===== src/rtl/s2p_arbiter.sv =====
// s2p_arbiter: round-robin arbiter that feeds beat pairs from N_REQ requesters into one shared
// serial-to-parallel packer. Defining S2P_ARB_TIMEOUT_EN adds a second-beat timeout that flushes the pair.

module s2p_arbiter #(
   parameter int DATA_W  = 32,
   parameter int N_REQ   = 4,
   parameter int TIMEOUT = 16
) (
   input  logic                     clk,
   input  logic                     rst,
   input  logic [N_REQ*DATA_W-1:0]  req_data,
   input  logic [N_REQ-1:0]         req_valid,
   output logic [N_REQ-1:0]         req_ready,
   input  logic                     abort,
   output logic [DATA_W-1:0]        s2p_data,
   output logic                     s2p_valid,
   output logic                     s2p_clear,
   output logic [$clog2(N_REQ)-1:0] o_src,
   output logic                     o_pair_done,
   output logic                     o_drop
);

   localparam int IDX_W = $clog2(N_REQ);
   localparam int CW    = IDX_W + 1;

   typedef enum logic [1:0] {IDLE, FIRST, SECOND, FLUSH} state_t;

   state_t           state;
   state_t           next_state;
   logic [IDX_W-1:0] grant;
   logic [IDX_W-1:0] last_grant;
   logic [IDX_W-1:0] rr_pick;
   logic [IDX_W-1:0] src_q;
   logic [CW-1:0]    cand;
   logic             rr_found;
   logic             busy;
   logic             beat;
   logic             timeout_hit;
   logic             pair_done_q;

   if (N_REQ < 2 || N_REQ > 8 || TIMEOUT < 2 || TIMEOUT > 255) begin : g_bad_param
      $error("s2p_arbiter: N_REQ must be 2..8 and TIMEOUT 2..255");
   end

   // Handshake: a beat moves when req_valid[k] and req_ready[k] are both high in the same cycle;
   // req_ready follows req_valid combinationally for the granted requester only.
   assign busy = (state == FIRST || state == SECOND) && !rst;
   assign beat = busy && req_valid[grant] && !abort;

   // Round-robin search starting just after the previous owner.
   always_comb begin
      rr_pick  = last_grant;
      rr_found = 1'b0;
      cand     = '0;
      for (int i = 1; i <= N_REQ; i++) begin
         cand = CW'(last_grant) + CW'(i);
         if (cand >= CW'(N_REQ)) cand = cand - CW'(N_REQ);
         if (!rr_found && req_valid[cand[IDX_W-1:0]]) begin
            rr_found = 1'b1;
            rr_pick  = cand[IDX_W-1:0];
         end
      end
   end

`ifdef S2P_ARB_TIMEOUT_EN
   localparam logic [7:0] TO_LAST = 8'(TIMEOUT - 1);
   logic [7:0] idle_cnt;

   always_ff @(posedge clk) begin
      if (rst) begin
         idle_cnt <= '0;
      end else if (state == FIRST && beat) begin
         idle_cnt <= '0;
      end else if (state == SECOND && !beat) begin
         idle_cnt <= idle_cnt + 8'd1;
      end
   end

   // A beat in the expiry cycle wins, so the check is gated by !beat.
   assign timeout_hit = (state == SECOND) && !beat && !abort && (idle_cnt == TO_LAST);
`else
   assign timeout_hit = 1'b0;
`endif

   always_comb begin
      next_state       = state;
      req_ready        = '0;
      req_ready[grant] = beat;
      s2p_valid        = beat;
      s2p_data         = req_data[grant*DATA_W +: DATA_W];
      s2p_clear        = rst || (state == FLUSH);
      o_drop           = (state == FLUSH) && !rst;
      case (state)
         IDLE: begin
            if (rr_found) next_state = FIRST;
         end
         FIRST: begin
            if (abort)     next_state = FLUSH;
            else if (beat) next_state = SECOND;
         end
         SECOND: begin
            if (abort)            next_state = FLUSH;
            else if (beat)        next_state = IDLE;
            else if (timeout_hit) next_state = FLUSH;
         end
         FLUSH: begin
            next_state = IDLE;
         end
         default: next_state = IDLE;
      endcase
   end

   always_ff @(posedge clk) begin
      if (rst) begin
         state       <= IDLE;
         grant       <= '0;
         last_grant  <= IDX_W'(N_REQ - 1);
         src_q       <= '0;
         pair_done_q <= 1'b0;
      end else begin
         state       <= next_state;
         pair_done_q <= 1'b0;
         case (state)
            IDLE: begin
               if (rr_found) grant <= rr_pick;
            end
            SECOND: begin
               if (beat) begin
                  last_grant  <= grant;
                  src_q       <= grant;
                  pair_done_q <= 1'b1;
               end
            end
            FLUSH: begin
               last_grant <= grant;
            end
            default: ;
         endcase
      end
   end

   assign o_src       = src_q;
   assign o_pair_done = pair_done_q;

endmodule


===== config.mk =====
export PLATFORM = sky130hd
export DESIGN_NAME = s2p_arbiter
export DESIGN_NICKNAME = d
export VERILOG_FILES = /design/src/rtl/s2p_arbiter.sv
export SDC_FILE = /design/constraint.sdc
export NUM_CORES = 1
export LEC_CHECK = 0
export CORE_MARGIN = 2
export CORE_UTILIZATION = 29
export CTS_BUF_LIST = sky130_fd_sc_hd__clkbuf_2
export CTS_CLUSTER_DIAMETER = 150
export CTS_CLUSTER_SIZE = 14
export DETAILED_ROUTE_END_ITERATION = 10
export PLACE_DENSITY = 0.86
export SYNTH_ARGS = -nofsm -noshare
export SYNTH_HDL_FRONTEND = slang
export SYNTH_SLANG_ARGS = --single-unit

===== constraint.sdc =====
create_clock -name clk -period 5.55 [get_ports clk]
set_input_delay 1.3875 -clock clk [delete_from_list [all_inputs] [get_ports clk]]
set_output_delay 1.3875 -clock clk [all_outputs]
set_load 0.02 [all_outputs]

==> results.ini <==
[logic_synthesis]
synth_area_leaders=mux4_2, dfxtp_1, ha_1
syn-cell-area_um2=1400
synth_seq_cells=9
synthCells=114
yosysUniqueCellTypes=36
yosys_warnings=0
ys.flop_type=dfxtp_1
synthTopCellsByCount=mux4_2, dfxtp_1, inv_1
synth_edf_count=0
post-synth-top-area-fraction=0.513
yosys.area.top_type=mux4_2
yosysMostFrequentCell=mux4_2
synth_nets=254
ys_async_sr_fraction=0
ys_seq_area_frac=0.128
syn_area_per_cell_um2=12.3

[floorplan]
num_io_pins=177
row_count=25
die_w_um=73.6
dieHeight_um=73.6
die_area_um2=5410
initial_core_util=0.299
core_area_um2=4690

[sta]
final_max_slew_viol_count=0
fin_crit_ns=5.13
tns_ns=0
max_clock_freq_mhz=195
tightest_slew_ns=0.612
fin_worst_skew_ns=0.00116
period_share=0.924
rsz0062_at_grt=false
hold_violations=0
setup_viol=0
slew-limit-headroom=0.592

[clock_network]
clock_latency_ns=0.26
cts_max_path_buffers=2
clock-sinks=9
cts_tree=built
cts_resized=0
cts-root-buf=clkbuf_2
hold_buffers=0
cts_buffers=3
htree_levels=1
path_clk_slew_ns=0.10
post-cts-setup-buffers=0

[worst_setup_path]
crit_path_end_kind=output port
path_cells=clkdlybuf4s50_1, or3b_4, o22a_4, or2_0, nor3_1, clkdlybuf4s50_1
crit_fanout=8
worst_path_largest_cell_delay_ns=0.63
reg2reg_slack_ns=3.41
arrival_ns=3.74
rr_worst_depth=6
rr_startpoint=state[0]
path_common_cell=clkdlybuf4s50_1
cp-start-kind=input pin
cp.required_ns=4.16
slowest_stage=clkdlybuf4s50_1
r2r-end=o_src[1]
path_class=in -> out

[grt]
grt_usage=0.228
antenna_found_initial=0
grt_overflow=0
grt_pass1_wl_um=9330
grt_pass1_vias=1719
grt_start_max_net_pins=38

[power_and_ir_drop]
total_power_mw=0.930
leakagePower_nw=1.12
powerDensity_nw_per_um2=289
ir_worst_vdd_mv=0.215

[place]
hpwl_um=5680
port_buffers=176
detailed_place.area_um2=3200
place_congestion=0.822
dpl.cell_count=337

[cells_and_area]
synthToLayoutAreaGrowth_pct=129
final_cell_count_no_fill=341
final_area_um2=3220
drive_gt1_frac=0.160
antenna_cells=0
final_util=0.685
nNetsFinal=428

[detailed_routing]
drt-initial-drc-count=85
route.vias.total=1824
ant_nets=0
wl_per_cell_um=19.8
routed_wl_um=6740
viasPerCell=5.35
drc_errors=0
dr.pass1.iters=4

[job]
max_cap_violations=0

[status]
status=completed

[min_path]
hp-class=reg -> reg
holdPathStages=2
holdCritStartpoint=o_src[0]
min_to=o_src[0]

## final cells by class
class                           count  area, um2
Clock buffer                        4       20.0
Fill cell                         377       1480
Inverter                            8       30.0
Multi-Input combinational cell     88       1140
Sequential cell                     9        181
Tap cell                           54       67.6
Timing Repair Buffer              178       1780
## power by group
group / switching, mW / internal, mW / total (mW)
Sequential: 0.0180 / 0.0805 / 0.0985
Clock: 0.0259 / 0.0191 / 0.0450
Combinational: 0.346 / 0.440 / 0.786
## layer usage
metal	wire length, um	GRT usage	up-vias
met1	2530	0.272	897
li1	-	-	836
met5	0	0	-
met3	497	0.0357	10
met2	3570	0.419	81
met4	132	0.0646	0
## metrics by stage
| step | hold WS [ns] | setup slack, ns |
|---|---|---|
| global placement | 0.502 | 0.456 |
| floorplan | 0.506 | 1.41 |
| CTS | 0.520 | 0.398 |
| global route | 0.552 | 0.276 |
| detailed placement | 0.505 | 0.394 |
| finish | 0.525 | 0.420 |
## sequential cells by signal, indices dropped and copies added, names as in the netlist
name / count
state: 2
last_grant: 2
grant: 2
o_pair_done: 1
o_src: 2
## worst max-delay path, delay by kind of cell
| family | cells | cell delay [ns] |
|---|---|---|
| AO/OA/AOI/OAI | 1 | 0.22 |
| buffers and inverters | 2 | 1.15 |
| AND/OR/NAND/NOR | 3 | 0.97 |
## placed cells by master (no fill, tap or decap), drive strengths merged
cell type	instances
o21ba	1
mux4	32
o211ai	2
ha	5
or3b	1
o21ai	1
clkbuf	4
clkinv	1
nor4b	1
nor4	2
o22ai	1
o31ai	2
nor3b	1
o31a	1
mux2	1
mux2i	2
o22a	1
buf	2
dfxtp	9
nand2	4
o221ai	2
clkdlybuf4s50	176
nor2b	1
a21oi	5
nor2	2
nand2b	3
a221oi	2
inv	7
o311ai	4
nand3	1
nor3	6
nand3b	1
and2b	1
or2	2
## worst max path at each step
stage	startpoint	slack, ns	endpoint	cells past startpoint
global route	rst	0.28	req_ready[1]	6
finish	rst	0.42	req_ready[0]	6
CTS	rst	0.40	req_ready[0]	6
detailed placement	rst	0.39	req_ready[0]	6
global placement	rst	0.46	req_ready[0]	6
floorplan	rst	1.41	req_ready[0]	5
## cell families after synthesis
group | count (synthesis) | synth area share
AO/OA/AOI/OAI | 22 | 0.124
adder cells (fa/ha/maj) | 5 | 0.0446
buffers and inverters | 17 | 0.0597
flip-flops | 9 | 0.128
multiplexers | 35 | 0.536
AND/OR/NAND/NOR | 26 | 0.108
Power figures use the tool's default switching activity.
==> variant 1: new RTL, same settings <==
The parameter `N_REQ` goes from 4 to 8.
--- a/src/rtl/s2p_arbiter.sv
+++ b/src/rtl/s2p_arbiter.sv
@@ -4,5 +4,5 @@
 module s2p_arbiter #(
    parameter int DATA_W  = 32,
-   parameter int N_REQ   = 4,
+   parameter int N_REQ   = 8,
    parameter int TIMEOUT = 16
 ) (
Ports: changed (resized o_src, req_data, req_ready and req_valid); port bits go from 177 to 314. No check against the original RTL was run, so the function may have changed too.
==> variant 1 against the original RTL <==
  * Sequential power increased by 65%
  * Area after synthesis up 110%
  * Design area rose by 94%
  * Register-to-register slack got worse by 1.2 ns
  * Sequential cell count rose by 3
  * Cell count is 140% higher
  * Power is 140% higher
  * Wire length increased to 3.2 times the old value
  * Count of clock-buffer cells in the layout fell by 1
  * Non-clock buffer count up 149
  * Clock skew is 0.0019 ns higher
  * Critical path depth rose by 1
  * Setup slack got worse by 0.086 ns
  * Via count rose to 2.8 times the old value
  * Critical endpoint is now req_ready[4]
==> variant 1: results (changes against the original RTL) <==
stage,metric,value,unit,change
status,status,"finished, final reports clean",,unchanged
pwr,ir_drop,0.000251,V,was 0.000215 V
clock_network,cts_sinks,12,,was 9
layout,n_all_buffers,327,,was 178
place,post_dp_cell_area,6180,um2,was 3200 um2
route,num_vias,5048,,was 1824
route,wl_met3,1.78,mm,was 497 um
route,drt-met1-wl,7.33,mm,was 2.53 mm
grt,grt_first_pass_wirelength,30.8,mm,was 9.33 mm
critical_path,cp.arrival,3.83,ns,was 3.74 ns
synth,syn_avg_cell_area,7.44,um2,was 12.3 um2
layout,multi_input_gates,331,,was 88
route,first_iter_violations,420,,was 85
grt,grt_pass1_vias,4935,,was 1719
critical_path,r2r_start,last_grant[0]$_SDFFE_PP1P_,,was state[0]$_SDFFE_PP0P_
clock_network,clk_pin_slew_worst_paths,0.12,ns,was 0.10 ns
synth,syn_nets,666,,was 254
grt,grt_max_degree,34,,was 38
layout,layout-drive-gt1-share,7.76,%,was 16.0%
synth,synth_cell_type_count,56,,was 36
grt,met2_usage,63.8,%,was 41.9%
synth,synth_area_leaders,"a22oi_1, dfxtp_1, nand4_1",,"was mux4_2, dfxtp_1, ha_1"
layout,bufAreaShareNonClock,51.9,%,was 55.3%
layout,multi_input_area_share,40.0,%,was 35.4%
layout,seq_share,3.85,%,was 5.64%
variant 1: changes by cell type in the layout (fill, tap and decap cells not counted), sizes merged, moves of 7 or more:
cell           before  now
nand2               4   20
buf                 2   14
and2                0    7
clkdlybuf4s50     176  313
mux2                1   11
nand4               0   32
a21oi               5   13
mux4               32    6
diode               0   19
o21ai               1   12
nor2                2   19
a22oi               0  129
variant 1: worst max-delay path: stages:
cell and delay, ns:
clkdlybuf4s50_1 0.53, mux2_2 0.31, mux4_2 0.49, o211ai_2 0.24
inv_1 0.13, and2_1 0.19, clkdlybuf4s50_1 0.54
variant 1: power by group through the flow:
stage          Clock (mW)  Sequential [mW]  Combinational, mW
2_1_floorplan           0            0.119               1.05
3_3_place_gp            0            0.164               1.98
3_5_place_dp            0            0.165               1.98
4_1_cts            0.0435            0.162               1.99
5_1_grt            0.0471            0.170               2.09
6_report           0.0444            0.163               2.01
==> variant 2: new RTL, config.mk and constraints unchanged <==
Without the edit above. Re-encode `state_t` (4 states) as one-hot, 4 bits wide.
--- a/src/rtl/s2p_arbiter.sv
+++ b/src/rtl/s2p_arbiter.sv
@@ -24,5 +24,5 @@
    localparam int CW    = IDX_W + 1;
 
-   typedef enum logic [1:0] {IDLE, FIRST, SECOND, FLUSH} state_t;
+   typedef enum logic [3:0] {IDLE = 4'b0001, FIRST = 4'b0010, SECOND = 4'b0100, FLUSH = 4'b1000} state_t;
 
    state_t           state;
Formal check against the unedited RTL: same outputs for any inputs over 10 cycles, from zero or initial values and one cycle with rst high; not proved beyond that.
==> variant 2 against the original RTL <==
  * Design area is 1.5% higher
  * Power is 38% lower
  * Wire length is 12% higher
  * Non-clock buffer count is 1 higher
  * Area after synthesis is 1.6% higher
  * Clock power is 3% lower
  * Fmax is 5.6% higher
  * Sequential cell count is 2 higher
  * Via count is 0.60% higher
  * Register-to-register slack worse by 0.12 ns
  * Setup slack better by 0.27 ns
  * Critical endpoint is now req_ready[2]
  * Largest power group unchanged
==> variant 2: results (changes against the original RTL) <==
stage,metric,value,unit,change
critical_path,r2r_start,grant[0]$_SDFFE_PP0P_,,was state[0]$_SDFFE_PP0P_
pwr,ir_drop,0.000151,V,was 0.000215 V
critical_path,cp_max_fo,4,,was 8
route,num_vias,1835,,was 1824
sta,worst_slew_pin_slew,0.817,ns,was 0.612 ns
critical_path,slowest_delay,0.63,ns,about the same
synth,synth_common_cells,"mux4_2, dfxtp_1, nor2_1, a21oi_1, inv_1",,"was mux4_2, dfxtp_1, inv_1, nor3_1"
synth,ys_seq_area_share,15.4,%,was 12.8%
grt,antenna_found_initial,1,,was 0
layout,layout-drive-gt1-share,18.8,%,was 16.0%
grt,grt_first_pass_wirelength,10.2,mm,was 9.33 mm
sta,skew,0.00592,ns,was 0.00116 ns
sta,holdWs,0.520,ns,was 0.525 ns
synth,synth.mux.area_fraction,54.3,%,was 53.6%
grt,globalRouteTotalUtil,25.2,%,was 22.8%
critical_path,rr_worst_depth,5,,was 6
place,place_inst,351,,was 337
critical_path,r2r-end,o_src[0]$_SDFFE_PP0P_,,was o_src[1]$_SDFFE_PP0P_
place,hpwlAfterDp,6.45,mm,was 5.68 mm
route,first_iter_violations,69,,was 85
status,status,"finished, final reports clean",,unchanged
clock_network,cts-resized-gates,0,,unchanged
synth,synthAdderAreaFrac,0,%,was 4.46%
critical_path,cp.arrival,3.47,ns,was 3.74 ns
route,vias_per_cell,5.17,,was 5.35
route,wl_per_cell,21.2,um,was 19.8 um
layout,final_nets,424,,was 428
layout,syn2layout_area_growth,129,%,about the same
pwr,p_leak,1.13,nW,was 1.12 nW
synth,syn_nets,249,,was 254
layout,fillers,390,,was 377
place,gp_congestion,0.875,,was 0.822
critical_path,rrSetupSlack,3.29,ns,was 3.41 ns
hold_path,hold_start,o_src[0]$_SDFFE_PP0P_,,unchanged
[variant 2: cell count changes in the layout (fill, tap and decap cells not counted), moves of 2 or more]
cell,delta
ha_1,-5
nor2_1,+5
nor3_1,-4
o311ai_0,-4
nand2b_1,+2
nor2b_1,+2
o211ai_1,-2
o31ai_1,-2
or4_4,+2
[variant 2: metal layers]
layer | GRT usage, % | share of wire, %
met5 | 0 | 0.17
met4 | 5.86 | 1.5
met3 | 9.08 | 11
met2 | 43.3 | 51
met1 | 30.4 | 37
[variant 2: worst max-delay path by stage]
| stage | slack, ns | endpoint | depth (start not counted) | start |
|---|---|---|---|---|
| finish | 0.69 | req_ready[2] | 6 | abort |
| global route | 0.59 | req_ready[2] | 6 | abort |
| CTS | 0.68 | req_ready[2] | 6 | abort |
| detailed placement | 0.68 | req_ready[2] | 6 | abort |
| global placement | 0.77 | req_ready[2] | 6 | abort |
| floorplan | 1.60 | req_ready[3] | 4 | abort |
[variant 2: worst reg2reg max path, cell delays in order, from the launching register on]
cell and delay [ns]:
dfxtp_2 0.87, buf_4 0.41, mux4_2 0.44, nand4_2 0.17
mux2i_1 0.20, nor2_1 0.06
[variant 2: power by group]
| group | leakage, nW | switching, mW | total (mW) | internal (mW) |
|---|---|---|---|---|
| clock network | 0.0166 | 0.0244 | 0.0435 | 0.0191 |
| logic | 1.02 | 0.156 | 0.414 | 0.258 |
| registers | 0.0904 | 0.0294 | 0.115 | 0.0852 |
| total | 1.13 | 0.210 | 0.572 | 0.362 |
[variant 2: layout make-up]
| cell class | instances | share of cell area [%] |
|---|---|---|
| clock buffer | 4 | 0.613 |
| sequential | 11 | 6.82 |
| tap | 67 | 2.57 |
| timing repair buffer | 179 | 54.7 |
| multi-input combinational | 88 | 34.6 |
| inverter | 6 | 0.690 |
